[src/rtl/fpu_div_arbiter.sv]
// Round-robin sequencer sharing one multicycle single-precision divider between two requesters.
// Optional error statistics counter enabled by defining FPU_DIV_ARB_STATS_EN.
module fpu_div_arbiter #(
    parameter int unsigned DIV_LATENCY = 2
) (
    input  logic        clk,
    input  logic        reset_n,
    input  logic [1:0]  req_valid,
    output logic [1:0]  req_ready,
    input  logic [63:0] req_a,
    input  logic [63:0] req_b,
    input  logic [3:0]  req_round_mode,
    output logic [1:0]  resp_valid,
    input  logic [1:0]  resp_ready,
    output logic [31:0] resp_result,
    output logic        resp_error,
    output logic        resp_overflow,
    output logic        busy,
    output logic [31:0] div_a,
    output logic [31:0] div_b,
    output logic [1:0]  div_round_mode,
    input  logic [31:0] div_result,
    input  logic        div_error,
    input  logic        div_overflow
`ifdef FPU_DIV_ARB_STATS_EN
    ,
    output logic [15:0] err_count
`endif
);

    typedef enum logic [1:0] {
        IDLE,
        WAIT,
        RESP
    } state_t;

    state_t      state, state_nxt;
    logic        owner;
    logic        prio;
    logic [3:0]  cnt;
    logic        grant;
    logic        accept;
    logic        resp_hs;

    // A tie goes to prio; a lone request wins outright.
    always_comb begin
        grant     = (req_valid == 2'b11) ? prio : req_valid[1];
        accept    = (state == IDLE) && (req_valid != 2'b00);
        resp_hs   = (state == RESP) && resp_ready[owner];
        req_ready = '0;
        if (accept)
            req_ready[grant] = 1'b1;
        resp_valid = '0;
        if (state == RESP)
            resp_valid[owner] = 1'b1;
        busy = (state != IDLE);
    end

    always_comb begin
        state_nxt = state;
        case (state)
            IDLE:    if (accept) state_nxt = WAIT;
            WAIT:    if (cnt == '0) state_nxt = RESP;
            RESP:    if (resp_hs) state_nxt = IDLE;
            default: state_nxt = IDLE;
        endcase
    end

    always_ff @(posedge clk) begin
        if (!reset_n)
            state <= IDLE;
        else
            state <= state_nxt;
    end

    always_ff @(posedge clk) begin
        if (!reset_n) begin
            owner          <= 1'b0;
            prio           <= 1'b0;
            cnt            <= '0;
            div_a          <= '0;
            div_b          <= '0;
            div_round_mode <= '0;
            resp_result    <= '0;
            resp_error     <= 1'b0;
            resp_overflow  <= 1'b0;
        end else begin
            if (accept) begin
                div_a          <= grant ? req_a[63:32] : req_a[31:0];
                div_b          <= grant ? req_b[63:32] : req_b[31:0];
                div_round_mode <= grant ? req_round_mode[3:2] : req_round_mode[1:0];
                owner          <= grant;
                prio           <= ~grant;
                cnt            <= 4'(DIV_LATENCY - 1);
            end
            if (state == WAIT) begin
                if (cnt != '0) begin
                    cnt <= cnt - 4'd1;
                end else begin
                    resp_result   <= div_result;
                    resp_error    <= div_error;
                    resp_overflow <= div_overflow;
                end
            end
        end
    end

`ifdef FPU_DIV_ARB_STATS_EN
    always_ff @(posedge clk) begin
        if (!reset_n)
            err_count <= '0;
        else if (resp_hs && resp_error && (err_count != '1))
            err_count <= err_count + 16'd1;
    end
`endif

endmodule

[config.mk]
export PLATFORM = sky130hd
export DESIGN_NAME = fpu_div_arbiter
export DESIGN_NICKNAME = d
export VERILOG_FILES = /design/src/rtl/fpu_div_arbiter.sv
export SDC_FILE = /design/constraint.sdc
export NUM_CORES = 1
export LEC_CHECK = 0
export CAP_MARGIN = 10
export CELL_PAD_IN_SITES_DETAIL_PLACEMENT = 1
export CELL_PAD_IN_SITES_GLOBAL_PLACEMENT = 1
export CORE_ASPECT_RATIO = 1.2
export CORE_MARGIN = 2
export CORE_UTILIZATION = 26
export CTS_CLUSTER_DIAMETER = 120
export DETAILED_ROUTE_END_ITERATION = 8
export PLACE_DENSITY_LB_ADDON = 0.12
export SETUP_SLACK_MARGIN = 0.5
export SYNTH_ARGS = -nofsm -noshare
export SYNTH_HDL_FRONTEND = slang
export SYNTH_SLANG_ARGS = --single-unit
[constraint.sdc]
create_clock -name clk -period 1.9 [get_ports clk]
set_input_delay 0.19 -clock clk [delete_from_list [all_inputs] [get_ports clk]]
set_output_delay 0.19 -clock clk [all_outputs]
set_load 0.01 [all_outputs]
==> out/qor.yml <==
status: "completed"
wl_per_cell_um: 22.7
slew_headroom_pct: 57.3
hold_path_class: "primary input to register"
fin_area_sq_um: 8740
p_leak_nw: 3.35
cellPowerDensity_nw_per_um2: 903
dieArea_sq_um: 19500
antenna_found_initial: 2
cts.sinks: 108
place_congestion: 0.764
path_clk_slew_ns: 0.08
timing.fmax_mhz: 692
timing_hold_violations_final: 0
core-area_sq_um: 18100
min_from: "req_valid[0]"
port_buffers: 276
rr_worst_depth: 8
rsz0062_at_grt: "true"
power_w: 0.00789
via_per_inst: 5.61
maxCapViolations: 0
slew_violations: 0
syn-num-nets: 770
nNetsFinal: 1021
cts_tree: "built"
critPathKind: "register to register"
min_period_ns: 1.45
fp.dieW_um: 128
grt_max_degree: 67
synth_edf_count: 0
synth_warnings: 0
clk_latency_ns: 0.36
dpl.hpwl_um: 14800
drc: 0
placed_area_sq_um: 7690
async_reset_ff_share_pct: 0
ir_drop_uv: 519
drt_iter0_drc: 326
whs_ns: 0.194
root_buffer: "clkbuf_16"
fin_skew_ns: 0.00827
drive_above_1_share_pct: 17.7
syn_area_per_cell_sq_um: 8.01
r2r-start: "state[1]"
vias: 6050
clk_path_buf_depth: 2
fin_tns_setup_ns: 0
area_growth_pct: 82.8
r2r_end: "div_b[18]"
ys_types: 32
syn_inst: 597
globalRouteOverflowTotal: 0
hold_end: "prio"
pre_cts_ws_ns: 0.130
num_rows: 54
synth-seq-cells: 108
grt_pass1_vias: 6356
dieHeight_um: 153
hold_depth: 3
io_pins: 277
synth_area_sq_um: 4780
hold_buffers: 0
crit_required_ns: 2.13
rrSetupSlack_ns: 0.45
cts_made_buffers: 9
synth_flop_cell: "dfxtp_1"
firstDrtPassIters: 4
htreeDepth: 3
fill_cells: 2092
end_kind: "register"
grt_util_all_layers_pct: 23.2
drt-total-wl_um: 24500
worstPathArrival_ns: 1.67
ant_nets: 0
yosysSeqAreaShare_pct: 45.2
fin_crit_sh_pct: 76.1
setup_violations: 0
fin_ws_ns: 0.455
worstSetupStartpointType: "register"
crit_fanout: 6
start_util_pct: 26.4
grt_pass1_wl_um: 35800
worst_pin_slew_ns: 0.640
-- cell type report --
type | instances | area (sq um) | area share [%]
inverter | 6 | 28.8 | 0.329
clock buffer | 10 | 229 | 2.62
clock inverter | 6 | 87.6 | 1.00
multi-input combinational | 404 | 2610 | 29.8
sequential | 108 | 2180 | 24.9
timing repair buffer | 319 | 3320 | 38.0
antenna | 2 | 5.00 | 0.0573
tap | 224 | 280 | 3.21
-- where the power goes --
part           switching, W  internal, W
Sequential         0.000178      0.00254
Clock              0.000913      0.00116
Combinational       0.00162      0.00148
-- metal layers --
metal	global-route usage (%)	vias to the layer above	part of all wire, %
li1	-	2787	-
met1	26.9	2984	39
met2	39.9	228	51
met3	5.41	51	6.2
met4	11.1	0	3.7
met5	0	-	0
-- state kept, by name, summed over array words and instances (netlist names) --
| register | flops |
|---|---|
| resp_error | 1 |
| div_round_mode | 2 |
| resp_overflow | 1 |
| state | 2 |
| cnt | 4 |
| owner | 1 |
| div_a | 32 |
| prio | 1 |
| div_b | 32 |
| resp_result | 32 |
-- critical path: stages, from the launching register on --
cell and delay, ns:
dfxtp_4 0.38, nor2_4 0.14, buf_6 0.11, buf_6 0.09, inv_6 0.05, clkbuf_16 0.16, clkbuf_16 0.17, o21ai_1 0.13
a31oi_1 0.09
-- kinds of logic (layout without fill, tap and decap cells) --
group / Yosys count / in the layout / share of synthesized area, %
AOI/OAI and AO/OA: 216 / 216 / 25.0
muxes: 1 / 1 / 0.209
DFF: 108 / 108 / 45.2
other: 0 / 2 / 0
buffers and inverters: 85 / 341 / 7.43
adders and majority gates: 1 / 1 / 0.262
and+or+nand+nor: 186 / 186 / 21.9
-- cells in the mapped netlist, types with 2 or more instances --
master / number / share of area, %
clkbuf_1: 58 / 4.6
o211ai_1: 2 / 0.31
buf_2: 17 / 1.8
nand2b_1: 2 / 0.26
o221ai_1: 2 / 0.37
nand4_1: 66 / 8.6
dfxtp_1: 108 / 45
and3b_1: 2 / 0.37
nand3_1: 101 / 11
or3_1: 2 / 0.26
inv_1: 4 / 0.31
o21ai_0: 92 / 9.6
o21ai_1: 11 / 1.2
nor2_2: 2 / 0.26
a21oi_1: 39 / 4.1
nand3b_1: 3 / 0.47
nor3b_1: 2 / 0.31
buf_4: 4 / 0.63
a31oi_1: 67 / 8.8
-- placed cells by master (no fill, tap or decap), drive strengths merged, types with 3 or more instances in the layout --
| cell | netlist | final |
|---|---|---|
| dfxtp | 108 | 108 |
| clkdlybuf4s50 | 0 | 169 |
| nand4 | 66 | 66 |
| nand3 | 101 | 101 |
| nor2 | 3 | 3 |
| clkinv | 1 | 4 |
| nand3b | 3 | 3 |
| a21oi | 39 | 39 |
| inv | 5 | 6 |
| dlygate4sd2 | 0 | 100 |
| a31oi | 67 | 67 |
| buf | 21 | 43 |
| clkbuf | 58 | 17 |
| o21ai | 103 | 103 |
-- worst max path at each step --
stage               startpoint         endpoint
global route          state[0]     req_ready[0]
detailed placement      cnt[3]  resp_result[18]
CTS                   state[1]     req_ready[0]
floorplan             state[1]     req_ready[1]
finish                state[1]        div_b[18]
global placement        cnt[3]  resp_result[13]
-- stage by stage --
stage	util (%)	std cells
global route	48.2	1079
detailed placement	42.5	1035
floorplan	-	597
global placement	42.5	1035
CTS	45.4	1067
finish	48.2	1079
-- timing repair --
| item | 4_1_cts | 5_1_grt |
|---|---|---|
| buffers inserted | 11 | 3 |
| setup endpoints to repair | 212 | 108 |
| gates cloned | 5 | 7 |
| gates resized for setup | 200 | 113 |
| pin swaps | 5 | 98 |
No activity file was read; power rests on OpenSTA's default activity.
